===== src/rtl/conv_pkg.sv =====
// Shared types and constants for the 3x3 convolution engine family.
// Holds arithmetic widths, the requantisation constants, FSM states and the u8 saturator.
package conv_pkg;

  localparam int PIX_W  = 16;
  localparam int W_W    = 8;
  localparam int ACC_W  = 32;
  localparam int MUL_W  = PIX_W + W_W;
  localparam int PROD_W = ACC_W + 33;
  localparam int SHIFT  = 32;

  localparam logic [ACC_W-1:0]        Q          = 32'd2014687024;
  localparam logic signed [ACC_W-1:0] OFFSET_SOR = -32'sd1;

  typedef enum logic [1:0] {
    IDLE  = 2'd0,
    SCAN  = 2'd1,
    DRAIN = 2'd2,
    DONE  = 2'd3
  } state_e;

  // Clamp a signed wide value into the unsigned 0..255 range.
  function automatic logic [7:0] sat_u8(input logic signed [PROD_W-1:0] v);
    logic [7:0] r;
    if (v[PROD_W-1]) begin
      r = 8'd0;
    end else if (|v[PROD_W-2:8]) begin
      r = 8'd255;
    end else begin
      r = v[7:0];
    end
    return r;
  endfunction

endpackage


===== src/rtl/conv3x3_window_engine_requant.sv =====
// Requantiser: registers acc*Q, then shifts, offsets and saturates to an unsigned byte.
// The destination address travels alongside the data so the write port stays aligned.
module requant_u8
  import conv_pkg::*;
#(
  parameter int ADDR_W = 10
) (
  input  logic                    clk,
  input  logic                    rst_n,
  input  logic                    valid_i,
  input  logic signed [ACC_W-1:0] acc_i,
  input  logic [ADDR_W-1:0]       wadd_i,
  output logic                    wen_o,
  output logic [7:0]              wdata_o,
  output logic [ADDR_W-1:0]       wadd_o
);

  logic signed [PROD_W-1:0] acc_ext_s;
  logic signed [PROD_W-1:0] q_ext_s;
  logic signed [PROD_W-1:0] prod_d;
  logic signed [PROD_W-1:0] prod_q;
  logic signed [PROD_W-1:0] shifted_s;
  logic signed [PROD_W-1:0] biased_s;
  logic                     valid_q;
  logic [ADDR_W-1:0]        wadd_q;

  // Q is an unsigned multiplier, so it is zero-extended before the signed multiply.
  assign acc_ext_s = {{(PROD_W-ACC_W){acc_i[ACC_W-1]}}, acc_i};
  assign q_ext_s   = {{(PROD_W-ACC_W){1'b0}}, Q};
  assign prod_d    = acc_ext_s * q_ext_s;

  // Product stage register.
  always_ff @(posedge clk or negedge rst_n) begin
    if (!rst_n) begin
      prod_q  <= '0;
      valid_q <= 1'b0;
      wadd_q  <= '0;
    end else begin
      prod_q  <= prod_d;
      valid_q <= valid_i;
      wadd_q  <= wadd_i;
    end
  end

  assign shifted_s = prod_q >>> SHIFT;
  assign biased_s  = shifted_s + {{(PROD_W-ACC_W){OFFSET_SOR[ACC_W-1]}}, OFFSET_SOR};

  assign wen_o   = valid_q;
  assign wdata_o = valid_q ? sat_u8(biased_s) : 8'd0;
  assign wadd_o  = valid_q ? wadd_q : '0;

endmodule


===== src/rtl/conv3x3_window_engine.sv =====
// Scans all 3x3 window positions of the image memory, convolves each with signed weights plus
// bias and streams requantised bytes to the feature-map write port, one window per cycle.
module conv3x3_window_engine
  import conv_pkg::*;
#(
  parameter int N_R    = 28,
  parameter int N_C    = 28,
  parameter int ADDR_W = 10
) (
  input  logic                    clk,
  input  logic                    rst_n,
  input  logic                    start,
  input  logic                    img_ready,
  input  logic [9*W_W-1:0]        weights,
  input  logic signed [ACC_W-1:0] bias,
  output logic                    ren,
  output logic [ADDR_W-1:0]       addr1,
  output logic [ADDR_W-1:0]       addr2,
  input  logic [PIX_W-1:0]        rdata0,
  input  logic [PIX_W-1:0]        rdata1,
  input  logic [PIX_W-1:0]        rdata2,
  input  logic [PIX_W-1:0]        rdata3,
  input  logic [PIX_W-1:0]        rdata4,
  input  logic [PIX_W-1:0]        rdata5,
  input  logic [PIX_W-1:0]        rdata6,
  input  logic [PIX_W-1:0]        rdata7,
  input  logic [PIX_W-1:0]        rdata8,
  output logic                    out_wen,
  output logic [ADDR_W-1:0]       out_wadd,
  output logic [7:0]              out_wdata,
  output logic                    busy,
  output logic                    done
);

  localparam logic [ADDR_W-1:0] ROW_LAST = ADDR_W'(N_R - 3);
  localparam logic [ADDR_W-1:0] COL_LAST = ADDR_W'(N_C - 3);

  state_e                   state_q, state_d;
  logic [ADDR_W-1:0]        row_q, row_d, col_q, col_d, widx_q, widx_d;
  logic [PIX_W-1:0]         pix_s [9];
  logic signed [MUL_W-1:0]  mul_d [9];
  logic signed [MUL_W-1:0]  mul_q [9];
  logic signed [ACC_W-1:0]  acc_d, acc_q;
  logic                     v0_q, v1_q, v2_q;
  logic [ADDR_W-1:0]        wadd0_q, wadd1_q, wadd2_q;

  assign pix_s[0] = rdata0;
  assign pix_s[1] = rdata1;
  assign pix_s[2] = rdata2;
  assign pix_s[3] = rdata3;
  assign pix_s[4] = rdata4;
  assign pix_s[5] = rdata5;
  assign pix_s[6] = rdata6;
  assign pix_s[7] = rdata7;
  assign pix_s[8] = rdata8;

  assign ren   = (state_q == SCAN);
  assign addr1 = ren ? row_q : '0;
  assign addr2 = ren ? col_q : '0;
  assign busy  = (state_q == SCAN) || (state_q == DRAIN);
  assign done  = (state_q == DONE);

  // Next-state and scan-counter logic.
  always_comb begin
    state_d = state_q;
    row_d   = row_q;
    col_d   = col_q;
    widx_d  = widx_q;
    case (state_q)
      IDLE: begin
        if (start && img_ready) begin
          state_d = SCAN;
          row_d   = '0;
          col_d   = '0;
          widx_d  = '0;
        end else begin
          state_d = IDLE;
        end
      end
      SCAN: begin
        widx_d = widx_q + 1'b1;
        if (col_q == COL_LAST) begin
          col_d = '0;
          if (row_q == ROW_LAST) begin
            state_d = DRAIN;
          end else begin
            row_d = row_q + 1'b1;
          end
        end else begin
          col_d = col_q + 1'b1;
        end
      end
      // Leave as the final product enters the requantiser so done lands right after the last write.
      DRAIN: begin
        if (!(v0_q || v1_q || v2_q)) begin
          state_d = DONE;
        end else begin
          state_d = DRAIN;
        end
      end
      DONE:    state_d = IDLE;
      default: state_d = IDLE;
    endcase
  end

  // State and scan counters.
  always_ff @(posedge clk or negedge rst_n) begin
    if (!rst_n) begin
      state_q <= IDLE;
      row_q   <= '0;
      col_q   <= '0;
      widx_q  <= '0;
    end else begin
      state_q <= state_d;
      row_q   <= row_d;
      col_q   <= col_d;
      widx_q  <= widx_d;
    end
  end

  // Per-tap signed products.
  always_comb begin
    for (int k = 0; k < 9; k++) begin
      mul_d[k] = $signed({{W_W{pix_s[k][PIX_W-1]}}, pix_s[k]})
               * $signed({{PIX_W{weights[k*W_W+W_W-1]}}, weights[k*W_W +: W_W]});
    end
  end

  // Adder tree plus bias.
  always_comb begin
    acc_d = bias;
    for (int k = 0; k < 9; k++) begin
      acc_d = acc_d + {{(ACC_W-MUL_W){mul_q[k][MUL_W-1]}}, mul_q[k]};
    end
  end

  // Front pipeline: read-data valid, products, accumulator.
  always_ff @(posedge clk or negedge rst_n) begin
    if (!rst_n) begin
      v0_q    <= 1'b0;
      v1_q    <= 1'b0;
      v2_q    <= 1'b0;
      wadd0_q <= '0;
      wadd1_q <= '0;
      wadd2_q <= '0;
      acc_q   <= '0;
      for (int k = 0; k < 9; k++) begin
        mul_q[k] <= '0;
      end
    end else begin
      v0_q    <= ren;
      wadd0_q <= widx_q;
      v1_q    <= v0_q;
      wadd1_q <= wadd0_q;
      v2_q    <= v1_q;
      wadd2_q <= wadd1_q;
      acc_q   <= acc_d;
      for (int k = 0; k < 9; k++) begin
        mul_q[k] <= mul_d[k];
      end
    end
  end

  requant_u8 #(.ADDR_W(ADDR_W)) u_requant (
    .clk     (clk),
    .rst_n   (rst_n),
    .valid_i (v2_q),
    .acc_i   (acc_q),
    .wadd_i  (wadd2_q),
    .wen_o   (out_wen),
    .wdata_o (out_wdata),
    .wadd_o  (out_wadd)
  );

endmodule


===== config.mk =====
export PLATFORM = sky130hd
export DESIGN_NAME = conv3x3_window_engine
export DESIGN_NICKNAME = d
export VERILOG_FILES = /design/src/rtl/conv_pkg.sv /design/src/rtl/conv3x3_window_engine_requant.sv /design/src/rtl/conv3x3_window_engine.sv
export SDC_FILE = /design/constraint.sdc
export NUM_CORES = 2
export LEC_CHECK = 0
export ABC_AREA = 0
export CAP_MARGIN = 20
export CORE_MARGIN = 2
export CORE_UTILIZATION = 50
export CTS_BUF_LIST = sky130_fd_sc_hd__clkbuf_4
export CTS_CLUSTER_SIZE = 25
export DETAILED_ROUTE_END_ITERATION = 8
export PLACE_DENSITY = 0.68
export SYNTH_ARGS = -nofsm -noshare
export SYNTH_HDL_FRONTEND = slang
export SYNTH_SLANG_ARGS = --single-unit

===== constraint.sdc =====
create_clock -name clk -period 18.8 [get_ports clk]
set_input_delay 3.76 -clock clk [delete_from_list [all_inputs] [get_ports clk]]
set_output_delay 3.76 -clock clk [all_outputs]
set_load 0.03 [all_outputs]

Word-level counts from Yosys, hierarchy flattened --
Cells that the tools add are included.
Cells by class: $add $sub $neg 13, $mul 10, div/mod/pow operators 0, $lt $le $gt $ge 0, equal/unequal tests 9, shift-type cells 0, muxes and demuxes 18, bitwise gates (word level) 0, reduce and logical (&&, ||, !) cells 10
Operators by type and width (count):
- $add A32 B32 Y32 | 9
- $mul A16 B8 Y24 | 9
- $mux W10 | 7
- $mul A32 B28 Y60 const B | 1
- $pmux W10 S2 | 3
- $reduce_or A56 Y1 | 1
- $add A32 B1 Y33 const B | 1
- $add A10 B1 Y10 const B | 3
- $mux W8 | 3
- $eq A10 B5 Y1 const B | 2
- $pmux W2 S4 | 1
- $eq A2 B2 Y1 const B | 2
- $mux W2 | 2
- $ne A2 B1 Y1 const B | 2
- $ne A2 B2 Y1 const B | 2
- $reduce_and A2 Y1 | 2
- $reduce_and A4 Y1 | 1
- $logic_or A1 B1 Y1 | 3
- $eq A2 B1 Y1 const B | 1
- $logic_not A2 Y1 | 1
- $mux W1 | 2
- $reduce_bool A2 Y1 | 1
- $logic_and A1 B1 Y1 | 1
Word-level totals: register bits 384, latch bits 0, bits in writable memories 0, memory bits (read-only) 0, bits of input ports 252, memories kept 0

Depth between registers and ports, before layout --
word-level depth 9, mapped depth 27

Hierarchy --
From an unflattened synthesis, not the netlist that was laid out.
Unflattened totals: cell total of the unflattened synthesis 7663, area, all modules 74341.3 um2
Modules (own cells, without submodules):
- conv3x3_window_engine | times used 1, cells an instance 5767, area an instance 56081.3 um2, seq. area each 7832.5 um2
- requant_u8 | times used 1, cells an instance 1896, area an instance 18260.0 um2, seq. area each 1076.0 um2

Least setup slack after synthesis --
No wires, ideal clock.
path type input -> register, start input port bias[2], end register acc_q[31], setup time 0.080 ns, arrival 8.648 ns, data required time 18.720 ns, path slack 10.072 ns, cell stages on the path 21, buffers on the path 0, cells stage by stage fa_1 > inv_1 > fa_1 > fa_1 > inv_1 > fa_1 > inv_1 > fa_1 > inv_1 > fa_1 > a211oi_1 > o21ai_0 > or4b_1 > a311o_1 > nor2_1 > o22ai_1 > o21ai_1 > a221oi_1 > o2111ai_1 > a21oi_1 > xnor2_1
Between the ends: longest elaborated chain between the ends 9
RTL lines:
- start: declaration | line conv3x3_window_engine.sv:15 | input logic signed [ACC_W-1:0] bias,
- $add A32 B32 Y32 (9 in a row) | line conv3x3_window_engine.sv:133 | acc_d = acc_d + {{(ACC_W-MUL_W){mul_q[k][MUL_W-1]}}, mul_q[k]};
- named net acc_d[31] | line conv3x3_window_engine.sv:43 | logic signed [ACC_W-1:0] acc_d, acc_q;
- end signal: assignment | line conv3x3_window_engine.sv:146 | acc_q <= '0;
- end signal: assignment | line conv3x3_window_engine.sv:157 | acc_q <= acc_d;
- end: declaration | line conv3x3_window_engine.sv:43
The timed path passes the listed nets, and every way through them passes these cells. A chain may end at the register's enable or synchronous reset.

Final worst setup path --
Same ends and word-level chain as after synthesis.

==> summary.md <==
| Metric | Value |
|---|---|
| Gp weighted congestion | `0.937` |
| FF+latch area | `8910 µm²` |
| Status | `finished with violations` |
| Crit start category | `primary input` |
| Slew of the pin with the lowest slew margin | `1.01 ns` |
| Initial Utilization | `50.2%` |
| Synthesized area | `72800 µm²` |
| Async set-reset flop share out of synthesis | `100%` |
| Routed WL per cell | `18.6 µm` |
| Syn nets | `9927` |
| First-pass GRT wire length | `291000 µm` |
| Fillers | `12.9k` |
| Clk root buf | `clkbuf_4` |
| Failing checks | `DRC` |
| CP required | `19.67 ns` |
| Skew-Pair Late Insertion Delay | `1.00 ns` |
| Syn Inst Count | `7393` |
| CTS sink count | `356` |
| Post-DP Area | `77900 µm²` |
| CP Max Fanout | `3` |
| Setup TNS | `0 ns` |
| Commonest non-fill, non-tap cell in the layout | `inv_1` |
| Fin crit period | `9.09 ns` |
| Worst R2R End | `u_requant.prod_q[53]` |
| Internal reg-to-reg setup slack | `11.10 ns` |
| Clock buffer depth | `3` |
| Max Cap Viol | `0` |
| Post-CTS sizing | `0` |
| H-Tree Level Count | `3` |
| Commonest cells after routing, fill and taps aside | `inv_1, fa_1, ha_1` |
| DRC viols | `3` |
| Mean Syn Cell Area | `9.85 µm²` |
| Slew Limit Fails | `0` |
| Die Y | `386 µm` |
| Hold Path Class | `register to register` |
| Worst Setup End Kind | `register` |
| Die ar. | `149000 µm²` |
| Detail Route Antenna Nets | `0` |
| Crit Path Category | `primary input to register` |
| Yosys reg bits | `356` |
| Core area | `145000 µm²` |
| Hold buffers post-CTS | `0` |
| Syn-to-layout area delta | `8.80%` |
| Max Clock Freq | `0.110 GHz` |
| Unrepaired setup endpoints after global routing | `false` |
| Fin crit share | `48.4%` |
| Final nets | `10.2k` |
| Overall routing resource usage | `25.3%` |
| DR iter-0 viols | `2769` |
| Post-CTS Setup Bufs | `0` |
| Drt total wl | `181000 µm` |
| Largest net degree at the start of global routing | `78` |
| Dpl hpwl | `156000 µm` |
| WHS Endpoint | `wadd2_q[8]` |
| Hold Vio Cnt, Final | `0` |
| Drt pass-1 iters | `7` |
| Via count | `49.7k` |
| Worst reg2reg path startpoint | `acc_q[21]` |
| Num rows | `140` |
| Via density | `5.11` |
| Setup violators final | `0` |
| Hold depth | `0` |
| Top FF cell, synth | `dfrtp_1` |
| Initial antenna violation count | `34` |
| Die width | `386 µm` |
| I/O Pins | `294` |
| Share of layout cells above drive strength 1 | `2.70%` |
| Worst path arrival time | `9.97 ns` |
| Inserted Clock Buffers | `98` |
| Yosys cell types | `83` |
| Design area | `79300 µm²` |
| Post-synth EDFFs | `0` |
| Reg clk slew, reported paths | `0.07 ns` |
| Layout Utilization | `54.6%` |
| Worst hold start | `wadd1_q[8]` |
| Grt total ovfl | `0` |
| Final worst clock skew | `0.0974 ns` |
| Vias in the first global route | `53.7k` |
| I/O Buffers | `293` |
| Reg2reg path depth | `25` |
| Max-slew headroom | `32.5%` |
| Yosys Warn Count | `0` |
| CTS tree | `done` |
| Area of the multi-input gates | `56300 µm²` |
| Sequential area share after synthesis | `12.2%` |
==> cells by family (layout without fill, tap and decap cells) <==
| kind of cell | after synthesis | after routing | synth area share (%) |
|---|---|---|---|
| fa+ha+maj | 2282 | 2282 | 54.9 |
| buf+inv | 2024 | 2413 | 10.4 |
| simple gates | 1797 | 1797 | 13.2 |
| compound gates | 572 | 572 | 4.93 |
| xor+xnor | 356 | 356 | 4.28 |
| flops | 356 | 356 | 12.2 |
| mux | 6 | 6 | 0.0842 |
| other cells | 0 | 28 | 0 |
==> state kept, by name (all words and copies together) (netlist names), 2 cells and up <==
signal            flops
mul_q               216
u_requant.prod_q     32
col_q                10
wadd1_q              10
row_q                10
widx_q               10
wadd2_q              10
u_requant.wadd_q     10
wadd0_q              10
state_q               2
acc_q                32
==> critical path: stages <==
cell	delay (ns)
clkdlybuf4s50_1	0.57
fa_1	0.59
inv_1	0.05
fa_1	0.46
fa_1	0.49
inv_1	0.05
fa_1	0.47
inv_1	0.05
fa_1	0.47
inv_1	0.06
fa_1	0.42
a211oi_1	0.27
o21ai_0	0.15
or4b_1	0.23
a311o_1	0.22
nor2_1	0.08
o22ai_1	0.31
o21ai_1	0.22
a221oi_1	0.50
o2111ai_1	0.21
a21oi_1	0.21
xnor2_1	0.13
==> stage by stage <==
step,cells,hold slack (ns),worst slack [ns]
after detailed placement,9520,0.335,8.79
after floorplan,7393,0.331,10.07
after CTS,9699,0.340,9.80
after global placement,9520,0.332,8.84
after global routing,9721,0.348,9.54
final,9727,0.328,9.71
==> final cells by class <==
class                   instances  area share (%)
clock inverters                43           0.338
clock buffers                 136            1.29
repair buffers                300            3.77
inverters                    1934            9.16
multi-input cells            5013            71.1
well taps                    1917            3.03
flip-flops and latches        356            11.2
diodes                         28          0.0884
==> routing by layer <==
metal	up-vias	routed length [µm]	global-route usage, %
met4	28	6820	9.13
met2	1134	90700	43.4
met1	25400	73500	32.5
met5	-	182	0
li1	22800	-	-
met3	319	9300	3.85
==> worst max path at each step <==
| stage | start | to | slack (ns) | cells past startpoint |
|---|---|---|---|---|
| 6_report | bias[2] | acc_q[31] | 9.71 | 22 |
| 3_3_place_gp | bias[2] | acc_q[31] | 8.84 | 22 |
| 3_5_place_dp | bias[2] | acc_q[31] | 8.79 | 22 |
| 2_1_floorplan | bias[2] | acc_q[31] | 10.07 | 21 |
| 5_1_grt | bias[2] | acc_q[31] | 9.54 | 22 |
| 4_1_cts | bias[2] | acc_q[31] | 9.80 | 22 |
==> cell usage after synthesis, types with 4 or more instances <==
master / n / share of area [%]
nand3_1: 55 / 0.38
o211ai_1: 6 / 0.062
nor2b_1: 35 / 0.30
xor2_1: 97 / 1.2
o31a_1: 6 / 0.072
ha_1: 759 / 13
a211oi_1: 17 / 0.18
and4_1: 4 / 0.048
o21ai_1: 48 / 0.33
or3_1: 14 / 0.12
o41ai_1: 8 / 0.096
mux2i_1: 5 / 0.069
o31ai_1: 4 / 0.041
nand4_1: 20 / 0.17
a21o_1: 60 / 0.62
o22ai_1: 4 / 0.034
nor3_1: 48 / 0.33
nor4_1: 15 / 0.13
fa_1: 1523 / 42
dfrtp_1: 356 / 12
nor2_1: 169 / 0.87
nor4b_1: 4 / 0.048
o21bai_1: 15 / 0.15
a221oi_1: 4 / 0.048
clkbuf_1: 87 / 0.45
and2_1: 728 / 6.3
a211o_1: 4 / 0.048
nor3b_1: 4 / 0.041
a2111oi_0: 5 / 0.060
o21a_1: 31 / 0.32
nand2_1: 472 / 2.4
o2111ai_1: 5 / 0.060
and3_1: 26 / 0.22
a31o_2: 5 / 0.060
or2_2: 15 / 0.13
inv_1: 1932 / 10
a21boi_1: 12 / 0.12
xnor2_1: 259 / 3.1
a31oi_1: 14 / 0.12
a21oi_1: 193 / 1.3
o21ai_0: 91 / 0.63
nand2b_1: 169 / 1.5
Power is left out: the tool's default activity adds up to more than one toggle a clock period on the data nets, which glitch-free logic cannot reach.
